===== src/rtl/req_gnt_responder.sv =====
// ============================================================================
// Module   : req_gnt_responder
// Function : Grant side of the req/gnt handshake with fixed-latency grant,
//            withdrawal detection and wrap-around grant/abort counters.
//            Optional macro RESP_ASSERT_EN compiles in protocol checks.
// Revision : 1.0
// ============================================================================
`default_nettype none

module req_gnt_responder #(
    parameter int LATENCY = 9,
    parameter int CNT_W   = 4,
    parameter int ID_W    = 4
) (
    input  logic             clk,
    input  logic             RST,
    input  logic             req,
    input  logic [ID_W-1:0]  req_id,
    output logic             gnt,
    output logic [ID_W-1:0]  gnt_id,
    output logic             busy,
    output logic [CNT_W-1:0] wait_cnt,
    output logic [CNT_W-1:0] grant_cnt,
    output logic [CNT_W-1:0] abort_cnt,
    output logic             abort,
    output logic             proto_err
);

    typedef enum logic [1:0] {
        S_IDLE    = 2'd0,
        S_WAIT    = 2'd1,
        S_GRANT   = 2'd2,
        S_RELEASE = 2'd3
    } state_t;

    localparam logic [CNT_W-1:0] c_LAST = CNT_W'(LATENCY - 1);

    state_t           r_state;
    state_t           w_state_nxt;
    logic [ID_W-1:0]  r_id;
    logic [ID_W-1:0]  w_id_nxt;
    logic [ID_W-1:0]  r_gnt_id;
    logic [ID_W-1:0]  w_gnt_id_nxt;
    logic [CNT_W-1:0] r_wait;
    logic [CNT_W-1:0] w_wait_nxt;
    logic [CNT_W-1:0] r_grant_cnt;
    logic [CNT_W-1:0] w_grant_cnt_nxt;
    logic [CNT_W-1:0] r_abort_cnt;
    logic [CNT_W-1:0] w_abort_cnt_nxt;
    logic             r_gnt;
    logic             w_gnt_nxt;
    logic             r_abort;
    logic             w_abort_nxt;
    logic             r_busy;
    logic             w_busy_nxt;

    always_comb begin
        w_state_nxt     = r_state;
        w_id_nxt        = r_id;
        w_gnt_id_nxt    = r_gnt_id;
        w_wait_nxt      = r_wait;
        w_grant_cnt_nxt = r_grant_cnt;
        w_abort_cnt_nxt = r_abort_cnt;
        w_gnt_nxt       = 1'b0;
        w_abort_nxt     = 1'b0;
        case (r_state)
            S_IDLE: begin
                if (req) begin
                    w_state_nxt = S_WAIT;
                    w_wait_nxt  = '0;
                    w_id_nxt    = req_id;
                end
            end
            S_WAIT: begin
                // Withdrawal beats an expiring wait count.
                if (!req) begin
                    w_abort_nxt     = 1'b1;
                    w_abort_cnt_nxt = r_abort_cnt + CNT_W'(1);
                    w_wait_nxt      = '0;
                    w_state_nxt     = S_IDLE;
                end else if (r_wait == c_LAST) begin
                    w_gnt_nxt       = 1'b1;
                    w_gnt_id_nxt    = r_id;
                    w_grant_cnt_nxt = r_grant_cnt + CNT_W'(1);
                    w_state_nxt     = S_GRANT;
                end else begin
                    w_wait_nxt = r_wait + CNT_W'(1);
                end
            end
            S_GRANT: begin
                w_wait_nxt  = '0;
                w_state_nxt = S_RELEASE;
            end
            S_RELEASE: begin
                if (!req) begin
                    w_state_nxt = S_IDLE;
                end
            end
            default: begin
                w_state_nxt = S_IDLE;
            end
        endcase
        w_busy_nxt = (w_state_nxt != S_IDLE);
    end

    always_ff @(posedge clk) begin
        if (RST) begin
            r_state     <= S_IDLE;
            r_id        <= '0;
            r_gnt_id    <= '0;
            r_wait      <= '0;
            r_grant_cnt <= '0;
            r_abort_cnt <= '0;
            r_gnt       <= 1'b0;
            r_abort     <= 1'b0;
            r_busy      <= 1'b0;
        end else begin
            r_state     <= w_state_nxt;
            r_id        <= w_id_nxt;
            r_gnt_id    <= w_gnt_id_nxt;
            r_wait      <= w_wait_nxt;
            r_grant_cnt <= w_grant_cnt_nxt;
            r_abort_cnt <= w_abort_cnt_nxt;
            r_gnt       <= w_gnt_nxt;
            r_abort     <= w_abort_nxt;
            r_busy      <= w_busy_nxt;
        end
    end

`ifdef RESP_ASSERT_EN
    logic r_proto_err;

    always_ff @(posedge clk) begin
        if (RST) begin
            r_proto_err <= 1'b0;
        end else begin
            CHK_GNT_ONE_HOT: assert (!(r_gnt && w_gnt_nxt))
                else begin
                    $error("CHK_GNT_ONE_HOT t=%0t state=%0d", $time, r_state);
                    r_proto_err <= 1'b1;
                end
            CHK_GNT_HAS_REQ: assert (!w_gnt_nxt || req)
                else begin
                    $error("CHK_GNT_HAS_REQ t=%0t state=%0d", $time, r_state);
                    r_proto_err <= 1'b1;
                end
            CHK_WAIT_RANGE: assert ((r_state != S_WAIT) || (r_wait <= c_LAST))
                else begin
                    $error("CHK_WAIT_RANGE t=%0t state=%0d", $time, r_state);
                    r_proto_err <= 1'b1;
                end
            // Informational only: a drop in WAIT is a legal abort.
            CHK_REQ_HELD: assert ((r_state != S_WAIT) || req)
                else $warning("CHK_REQ_HELD t=%0t state=%0d", $time, r_state);
        end
    end

    assign proto_err = r_proto_err;
`else
    assign proto_err = 1'b0;
`endif

    assign gnt       = r_gnt;
    assign gnt_id    = r_gnt_id;
    assign busy      = r_busy;
    assign wait_cnt  = r_wait;
    assign grant_cnt = r_grant_cnt;
    assign abort_cnt = r_abort_cnt;
    assign abort     = r_abort;

endmodule

`default_nettype wire


===== config.mk =====
export PLATFORM = sky130hd
export DESIGN_NAME = req_gnt_responder
export DESIGN_NICKNAME = d
export VERILOG_FILES = /design/src/rtl/req_gnt_responder.sv
export SDC_FILE = /design/constraint.sdc
export NUM_CORES = 1
export LEC_CHECK = 0
export ABC_CLOCK_PERIOD_IN_PS = 2100
export CORE_UTILIZATION = 48
export CTS_CLUSTER_DIAMETER = 30
export DETAILED_ROUTE_END_ITERATION = 16
export PLACE_DENSITY = 0.78
export SLEW_MARGIN = 20
export SYNTH_ARGS = -nofsm -noshare
export SYNTH_HDL_FRONTEND = slang
export SYNTH_SLANG_ARGS = --single-unit

===== constraint.sdc =====
create_clock -name clk -period 2.1 [get_ports clk]
set_input_delay 0.315 -clock clk [delete_from_list [all_inputs] [get_ports clk]]
set_output_delay 0.315 -clock clk [all_outputs]
set_load 0.01 [all_outputs]

=== After elaboration in Yosys (flattened, before gate mapping) ===
Cells that the tools add are included.
W data, S select, Z words.

* Add/sub/neg operators: 3
* Equal/unequal tests: 6
* Mux-type cells: 11
* Bitwise operators: 2
* Reductions and logical operators: 9

{| class="wikitable"
|+ Operators with widths
! kind !! count
|-
| $add A4 B1 Y4 const B || 3
|-
| $mux W4 || 3
|-
| $pmux W4 S3 || 1
|-
| $mux W2 || 4
|-
| $pmux W2 S4 || 1
|-
| $reduce_and A3 Y1 || 2
|-
| $eq A2 B2 Y1 const B || 2
|-
| $eq A4 B4 Y1 const B || 1
|-
| $reduce_and A2 Y1 || 2
|-
| $ne A3 B3 Y1 const B || 1
|-
| $reduce_bool A3 Y1 || 1
|-
| $reduce_or A3 Y1 || 1
|-
| $eq A2 B1 Y1 const B || 1
|-
| $logic_not A2 Y1 || 1
|-
| $mux W1 || 2
|-
| $ne A2 B2 Y1 const B || 1
|-
| $not A1 Y1 || 2
|-
| $reduce_bool A2 Y1 || 1
|-
| $reduce_or A2 Y1 || 1
|}

* Register bits after elaboration: 25
* Bits of input ports: 7
* Output and inout bits: 20
* Word-level logic and storage cells: 40

=== Depth between registers and ports, before layout ===
Gate-level depths: netlist of run 1.

* Depth in word-level cells: 5
* Depth in mapped cells: 6
* Depth with buffers taken out: 5

=== Worst setup path after synthesis of run 1 ===
Ideal clock, no wire load.

* Kind: reg2reg
* Start point: register r_wait[0] (netlist: wait_cnt[0])
* End point: register r_wait[2] (netlist: wait_cnt[2])
* Setup time: 140 ps
* Arrival: 1490 ps
* Required time: 1960 ps
* Path slack: 470 ps
* Stages on the path, launching flop included: 7
* Buffers on the path: 1
* Clock period less this slack: 1630 ps
* Path through: dfxtp_1 inv_1 ha_1 and3b_1 buf_2 a311oi_2 o311ai_0

* Word-level cells in the longest chain between the ends: 4
* Elaborated cells on any way between the ends: 7
* Those cells by class: add/sub: 1; eq/ne: 2; mux: 3; reduce/logical: 1

{| class="wikitable"
|+ RTL lines
! item !! RTL line !! source
|-
| from (decl) || 44 || <nowiki>logic [CNT_W-1:0] r_wait;</nowiki>
|-
| from (signal assigned) || 121 || <nowiki>r_wait <= w_wait_nxt;</nowiki>
|-
| $add A4 B1 Y4 || 87 || <nowiki>w_wait_nxt = r_wait + CNT_W'(1);</nowiki>
|-
| $mux W4 || 81 || <nowiki>end else if (r_wait == c_LAST) begin</nowiki>
|-
| $mux W4 || 76 || <nowiki>if (!req) begin</nowiki>
|-
| $pmux W4 S3 || 66 || <nowiki>case (r_state)</nowiki>
|}

Several ways; a longest one is shown, not always the timed one. The select of a mux whose other input is x is not followed.
A chain may end at the register's enable or synchronous reset.

=== Worst setup path after layout of run 1 ===
Ends and elaborated chain as after synthesis.

==> metrics, run 1 <==
DR vias/cell=5.58; Yosys reg bits=25; Critical Path AT=1.99 ns; # resized after CTS=0; crit-path max cell delay=0.47 ns; share of layout cells above drive strength 1=0.0775; Yosys cell types=32; routed wire length=2270 um; Final min period=1.80 ns; largest net degree at the start of global routing=25; area added between synthesis and finish=24.7%; max frequency=557 MHz; cell family with most CP delay=compound AO/OA/AOI/OAI gates; period utilization=0.856; CP cell instances=inv_1 > ha_1 > and3b_1 > a311oi_2 > o311ai_0; Most used DFF post-synth=dfxtp_1; number of flops mapped to enable cells by yosys=0; GRT Total Usage=0.201; Via Count=948; setup repair bufs after CTS=0; cell area after layout=1390 um^2; Critical Path End Type=register; RSZ-0062 raised after global routing=no; nets=154; Hold Crit Class=reg -> reg; Slowest-stage cell, CP=a311oi_2; core area=2190 um^2; Setup TNS Final=0 ns; crit path to=wait_cnt[2]; clock transition at the registers of the reported paths=0.13 ns; initial antenna violation count=0; Post-Syn Nets=132; worst skew pair latency=0.31 ns; HPWL Detailed=1580 um; Die H=50.1 um; number of top-level pins=27; chip width=50.1 um; status=complete, no violations; Port Buffers=25; Syn Inst Count=121; Num CTS Buffers=3; sequential fraction of the synthesis area=0.450; Reg-to-Reg Start=wait_cnt[0]; drt first pass iters=4; initial DRC count=17; dpl cell area=1360 um^2; final hold vios=0; Rows=17; CTS tree=done; cell area after synthesis=1110 um^2; number of remaining DRC errors=0; drt wl/cell=13.3 um; PwrDens=557 nW/um^2; YS warnings=0; dpl ws=0.117 ns; CTS Sinks=25; worst r2r path cells=5; commonest non-fill, non-tap cells in the layout=dfxtp_1 (25), clkdlybuf4s50_1 (25), a21oi_1 (11); first-pass GRT wire length=3930 um; crit path max fanout=9; # fillers=189; Die Area=2510 um^2; syn_area_per_cell=9.18 um^2; Final WS setup=0.303 ns; Critical Path RT=2.29 ns; critical path buffer and inverter count=1; Max VDD drop=0.574 mV; WP depth=5; FFs w/ async S/R, synth=0; root buffer cell=clkbuf_4; RR Endpoint=wait_cnt[2]; Hold Buf Count CTS=0; ANT cells=0; leakage power=0.497 nW; clock buffer depth=2; Initial Utilization=0.507; GP Congestion=0.746; Worst Setup Path Type=reg -> reg; Post-DRT Antenna Nets=0; Setup crit start=wait_cnt[0]; slack of the worst reg-to-reg path=0.30 ns; Clock Skews=0.00737 ns; Worst Hold Slack=0.480 ns; Final setup viols=0; Congestion Overflow GR=0; CTS H-Tree Depth=1; CP Launch Type=register; Final Slew Violations=0; vias in the first global route=918; number of max-cap violations=0
## metal layers
| layer | wire, um | part of all wire | global-route usage |
|---|---|---|---|
| met5 | 0 | 0 | 0 |
| met2 | 1120 | 0.49 | 0.342 |
| met3 | 101 | 0.045 | 0.0401 |
| met4 | 17 | 0.0075 | 0.0571 |
| met1 | 1030 | 0.45 | 0.252 |
## registers in the layout, indices dropped and copies added, names as in the netlist
signal     count
abort          1
grant_cnt      4
r_state        2
gnt_id         4
busy           1
abort_cnt      4
r_id           4
gnt            1
wait_cnt       4
## worst register-to-register path, cell delays in order, from the launching register on
cell and delay (ns):
dfxtp_1 0.42, inv_1 0.10, ha_1 0.22, and3b_1 0.31, a311oi_2 0.47, o311ai_0 0.16
## layout make-up
class                      count  area, um^2  share of cell area
clock buffer                   4        26.3              0.0190
tap                           28        35.0              0.0253
inverter                       5        18.8              0.0136
sequential                    25         500               0.361
timing repair buffer          28         273               0.197
multi-input combinational     80         532               0.384
## cells in the mapped netlist (all sizes together) (2+ instances only)
cell type	number	area, um^2
dfxtp	25	500
a21oi	11	55.1
nor2	10	37.5
nand3	9	45.0
o21ai	8	40.0
buf	6	41.3
mux2i	6	60.1
clkbuf	5	18.8
inv	5	18.8
nor3	5	25.0
ha	4	50.1
nand3b	3	22.5
o31ai	3	22.5
or3	3	18.8
or4	3	22.5
a311oi	2	23.8
and3b	2	18.8
nor3b	2	20.0
## per-stage QoR
step	cells	utilization	power, W
after floorplan	121	-	0.000542
after global placement	166	0.620	0.000566
after detailed placement	166	0.620	0.000569
after CTS	170	0.632	0.000781
after global routing	170	0.632	0.000798
final	170	0.632	0.000772
## cells by family (layout without fill, tap and decap cells)
kind of cell | after synthesis | count (layout) | synth area share
flops | 25 | 25 | 0.450
xor+xnor | 1 | 1 | 0.00788
simple gates | 41 | 41 | 0.215
buf+inv | 16 | 37 | 0.0709
mux | 7 | 7 | 0.0642
compound gates | 26 | 26 | 0.143
fa+ha+maj | 4 | 4 | 0.0450
other cells | 1 | 1 | 0.00338
## report_power, final
group | switching (W) | internal (W)
registers | 0.00000819 | 0.000484
logic | 0.0000340 | 0.0000331
clock network | 0.000139 | 0.0000742
total | 0.000181 | 0.000591
## how the worst min path moves through the flow
stage	startpoint	to	slack (ns)	cells past startpoint
after floorplan	r_id[0]	gnt_id[0]	0.44	2
after global routing	r_id[1]	gnt_id[1]	0.50	2
after CTS	r_id[2]	gnt_id[2]	0.48	2
final	r_id[1]	gnt_id[1]	0.48	2
after global placement	r_id[2]	gnt_id[2]	0.46	2
after detailed placement	r_id[2]	gnt_id[2]	0.47	2
Power figures use the tool's default switching activity.
==> run 2: changes to the inputs <==
Settings changed: CORE_UTILIZATION 48 to 60, DONT_BUFFER_PORTS from default to 1, PLACE_DENSITY 0.78 to 0.76.
==> run 2 against run 1 <==
Effect of this change: fmax down 2.2%; global-route usage up 0.75 points; utilization up 1.6 points; critical path depth unchanged; critical endpoint is now wait_cnt[1]; final area down 19%; cell count down 18%; highest routed layer unchanged; setup slack worse by 0.041 ns; sequential power about the same.
==> metrics, run 2 (synthesis results as in run 1) <==
status=complete, no violations (unchanged); number of top-level pins=27 (unchanged); grt met1 use=0.265 (was 0.252); Congestion Overflow GR=0 (unchanged); CTS Sinks=25 (unchanged); clock buffer depth=2 (unchanged); Via Count=835 (was 948); Critical Path RT=2.34 ns (was 2.29 ns); routed wire length=1990 um (was 2270 um); Hold Buf Count CTS=0 (unchanged); critical path buffer and inverter count=1 (unchanged); final hold vios=0 (unchanged); PwrDens=665 nW/um^2 (was 557 nW/um^2); GRT Total Usage=0.208 (was 0.201); CTS tree=done (unchanged); drt first pass iters=4 (unchanged); drt wl/cell=14.2 um (was 13.3 um); fin cells=140 (was 170); cell family with most CP delay=flip-flops (was compound AO/OA/AOI/OAI gates); share of layout cells above drive strength 1=0.0870 (was 0.0775); initial DRC count=14 (was 17); most common cell after layout, fill and taps aside=dfxtp_1; RSZ-0062 raised after global routing=no (unchanged); HPWL Detailed=1370 um (was 1580 um); Worst Setup Path Type=reg -> reg (unchanged); crit path max fanout=9 (unchanged); Die Area=2030 um^2 (was 2510 um^2); Die H=45.0 um (was 50.1 um); chip width=45.0 um (was 50.1 um); # fillers=160 (was 189); Num CTS Buffers=3 (unchanged); crit-path max cell delay=0.47 ns (about the same); nets=127 (was 154); Post-DRT Antenna Nets=0 (unchanged); clock transition at the registers of the reported paths=0.15 ns (was 0.13 ns); # resized after CTS=0 (unchanged); Clock Skews=0.0173 ns (was 0.00737 ns); area added between synthesis and finish=0.788% (was 24.7%); first-pass GRT wire length=3100 um (was 3930 um); Final min period=1.84 ns (was 1.80 ns); Rows=15 (was 17); setup repair bufs after CTS=0 (unchanged); Final Slew Violations=0 (unchanged); dpl ws=0.277 ns (was 0.117 ns); Final setup viols=0 (unchanged); max frequency=544 MHz (was 557 MHz); Port Buffers=0 (was 25); Max VDD drop=0.454 mV (was 0.574 mV); Critical Path End Type=register (unchanged); Final WS setup=0.262 ns (was 0.303 ns); largest net degree at the start of global routing=31 (was 25); CTS H-Tree Depth=1 (unchanged); initial antenna violation count=0 (unchanged); Pwr Total=0.000744 W (was 0.000772 W); CP Launch Type=register (unchanged); GR Util met3=0.0520 (was 0.0401); met2 GRT Util=0.342 (about the same); number of max-cap violations=0 (unchanged); vias in the first global route=741 (was 918); Critical Path AT=2.08 ns (was 1.99 ns); Most Crowded Layer GR=met2 (unchanged); ANT cells=0 (unchanged); Initial Utilization=0.643 (was 0.507); worst skew pair latency=0.32 ns (was 0.31 ns); Hold Crit Class=in -> reg (was reg -> reg); period utilization=0.875 (was 0.856); leakage power=0.398 nW (was 0.497 nW); Setup TNS Final=0 ns (unchanged); commonest non-fill, non-tap cells in the layout=dfxtp_1 (25), a21oi_1 (11), nor2_1 (10) (was dfxtp_1 (25), clkdlybuf4s50_1 (25), a21oi_1 (11)); Post-Route Utilization=0.649 (was 0.632); CP cell instances=inv_1 > ha_1 > and3b_1 > a311oi_2 > mux2i_1 (was inv_1 > ha_1 > and3b_1 > a311oi_2 > o311ai_0); core area=1730 um^2 (was 2190 um^2); Inst Count DP=136 (was 166); number of remaining DRC errors=0 (unchanged); GP Congestion=0.808 (was 0.746); DR vias/cell=5.96 (was 5.58); root buffer cell=clkbuf_4 (unchanged); Slowest-stage cell, CP=dfxtp_1 (was a311oi_2)
==> run 2: changes by cell type in the layout (fill, tap and decap cells not counted) <==
cell,previous run,this run
buf_4,3,1
clkbuf_1,1,0
clkdlybuf4s50_1,25,0
clkinvlp_4,0,1
==> run 2: power by group <==
group | switching [W] | internal [W]
Clock | 0.000143 | 0.0000725
Sequential | 0.0000107 | 0.000484
Combinational | 0.0000186 | 0.0000154
==> run 2: per-stage QoR <==
step           area [um^2]  hold WS (ns)
2_1_floorplan         1110         0.443
3_3_place_gp          1090         0.387
3_5_place_dp          1090         0.389
4_1_cts               1120        0.0313
5_1_grt               1120        0.0176
6_report              1120        0.0402
==> run 2: routing by layer <==
metal,wire length [um],up-vias,share of wire
met5,0,-,0
met2,981,19,0.49
met1,911,396,0.46
met3,71,2,0.036
met4,23,0,0.012
li1,-,418,-
==> run 2: worst reg2reg max path, delay by kind of cell (launching register included) <==
kind                     cells  cell delay, ns
AO/OA/AOI/OAI                1            0.45
adder cells (fa/ha/maj)      1            0.23
buffers and inverters        1            0.12
flip-flops                   1            0.47
multiplexers                 1            0.23
AND/OR/NAND/NOR              1            0.28
==> run 2: cell type report <==
cell class / count / area, um^2 / area share
Multi-Input combinational cell: 80 / 532 / 0.475
Sequential cell: 25 / 500 / 0.447
Tap cell: 25 / 31.3 / 0.0279
Clock buffer: 3 / 22.5 / 0.0201
Inverter: 5 / 18.8 / 0.0168
Clock inverter: 1 / 7.51 / 0.00670
Timing Repair Buffer: 1 / 7.51 / 0.00670
==> run 2: final timing paths <==
check	end	from	cells after the start	slack, ns
max	wait_cnt[1]	wait_cnt[0]	5	0.26
min	grant_cnt[0]	RST	1	0.04
max reg2reg	wait_cnt[1]	wait_cnt[0]	5	0.26
min reg2reg	gnt_id[2]	r_id[2]	2	0.48
==> run 3: changes to the inputs <==
Settings changed: ABC_CLOCK_PERIOD_IN_PS 2100 to 2050, CORE_ASPECT_RATIO from default to 0.9, GPL_TIMING_DRIVEN from default to 0.
Clock period 2.1 ns to 2.05 ns, I/O delays scaled along.
==> run 3 against run 2 <==
Effect of this change: clock-buffer cell count up 1; cell count up 6.4%; global-route usage up 5.1 points; register-to-register slack worse by 0.13 ns; combinational power up 61%; critical path depth up 1; setup slack worse by 0.13 ns; routed wire length up 12%; first-iteration DRC count up 50%; final area up 5.3%; die area about the same.
==> metrics, run 3 (synthesis results as in run 1) <==
status=complete, no violations (unchanged); Hold Crit Class=in -> reg (unchanged); vias in the first global route=852 (was 741); CTS Sinks=25 (unchanged); Via Count=881 (was 835); Pwr Total=0.000779 W (was 0.000744 W); routed wire length=2230 um (was 1990 um); Clock Skews=0.00932 ns (was 0.0173 ns); Num CTS Buffers=3 (unchanged); Final setup viols=0 (unchanged); first-pass GRT wire length=3730 um (was 3100 um); commonest non-fill, non-tap cells in the layout=dfxtp_1 (25), a21oi_1 (11), nor2_1 (10) (unchanged); Final Slew Violations=0 (unchanged); largest net degree at the start of global routing=14 (was 31); number of top-level pins=27 (unchanged); Reg-to-Reg Start=wait_cnt[0] (unchanged); CP Launch Type=register (unchanged); Hold Buf Count CTS=0 (unchanged); fin cells=149 (was 140); # fillers=145 (was 160); Final min period=1.92 ns (was 1.84 ns); GRT Total Usage=0.259 (was 0.208); hold_sp=req_id[2] (was RST); DR vias/cell=5.91 (was 5.96); area of the multi-input gates=543 um^2 (was 532 um^2); Register Area=500 um^2 (unchanged); root buffer cell=clkbuf_4 (unchanged); drt wl/cell=15.0 um (was 14.2 um); initial antenna violation count=0 (unchanged); GR Util met3=0.0894 (was 0.0520); Setup crit start=wait_cnt[0] (unchanged); met2 GRT Util=0.389 (was 0.342); HPWL Detailed=1640 um (was 1370 um); clock transition at the registers of the reported paths=0.14 ns (was 0.15 ns); chip width=47.4 um (was 45.0 um); PwrDens=661 nW/um^2 (was 665 nW/um^2); clock buffer depth=2 (unchanged); Critical Path RT=2.23 ns (was 2.34 ns); Initial Utilization=0.654 (was 0.643); drt first pass iters=4 (unchanged); leakage power=0.434 nW (was 0.398 nW); max frequency=521 MHz (was 544 MHz); Critical Path AT=2.10 ns (was 2.08 ns); Worst Setup Path Type=reg -> reg (unchanged); Congestion Overflow GR=0 (unchanged); CTS H-Tree Depth=1 (unchanged); CTS tree=done (unchanged); worst skew pair latency=0.32 ns (about the same); depth of the worst hold-timing path=2 (was 1); nets=137 (was 127); share of layout cells above drive strength 1=0.112 (was 0.0870); Rows=14 (was 15); number of remaining DRC errors=0 (unchanged); Max VDD drop=0.692 mV (was 0.454 mV); Setup TNS Final=0 ns (unchanged); grt met1 use=0.330 (was 0.265); RSZ-0062 raised after global routing=no (unchanged); Post-DRT Antenna Nets=0 (unchanged); worst r2r path cells=6 (was 5); initial DRC count=21 (was 14); GP Congestion=0.729 (was 0.808); core area=1700 um^2 (was 1730 um^2); period utilization=0.937 (was 0.875); ANT cells=0 (unchanged); Inst Count DP=145 (was 136); Most Crowded Layer GR=met2 (unchanged); Port Buffers=0 (unchanged); Critical Path End Type=register (unchanged); number of max-cap violations=0 (unchanged); final hold vios=0 (unchanged); most common cell after layout, fill and taps aside=dfxtp_1 (unchanged); Die H=42.8 um (was 45.0 um); area added between synthesis and finish=6.08% (was 0.788%); Die Area=2030 um^2 (about the same); crit path max fanout=9 (unchanged)
[run 3: cell types whose count changed in the layout (fill, tap and decap cells not counted), sizes merged]
cell / before / now
clkbuf: 3 / 9
buf: 1 / 6
clkinvlp: 1 / 0
[run 3: area by class of cell]
cell class / instances / area share
inverters: 5 / 0.0159
flip-flops and latches: 25 / 0.425
clock buffers: 4 / 0.0223
well taps: 24 / 0.0255
multi-input cells: 80 / 0.461
plain buffers: 11 / 0.0510
[run 3: worst max-delay path, cell delays in order (launching register included)]
cell and delay (ns):
dfxtp_1 0.47, inv_1 0.12, ha_1 0.23, and3b_1 0.16, buf_2 0.18, a311oi_4 0.42
o311ai_0 0.20
[run 3: path summary, 6_finish.rpt]
kind,end,slack (ns)
min,r_id[2],0.14
min reg2reg,gnt_id[3],0.48
max reg2reg,wait_cnt[2],0.13
max,wait_cnt[2],0.13
[run 3: power by group]
group / switching [W] / internal [W]
registers: 0.00000814 / 0.000496
clock network: 0.000144 / 0.0000761
logic: 0.0000329 / 0.0000218
total: 0.000185 / 0.000594
[run 3: layer usage]
metal  wire length [um]  part of all wire
met4                 49             0.022
met3                142             0.064
met1               1000              0.45
met2               1040              0.46
met5                  0                 0
[run 3: what timing repair did]
item / 4_1_cts / 5_1_grt
resized for setup: 0 / 1
buffers inserted: 0 / 0
endpoints found under the setup margin: 0 / 1
[run 3: through the flow]
stage | utilization | worst slack [ns] | hold slack (ns) | cell area [um^2]
after detailed placement | 0.672 | 0.115 | 0.463 | 1140
after floorplan | - | 0.420 | 0.436 | 1110
after CTS | 0.687 | 0.0919 | 0.134 | 1170
after global placement | 0.672 | 0.246 | 0.447 | 1140
final | 0.694 | 0.129 | 0.137 | 1180
after global routing | 0.694 | 0.0640 | 0.136 | 1180
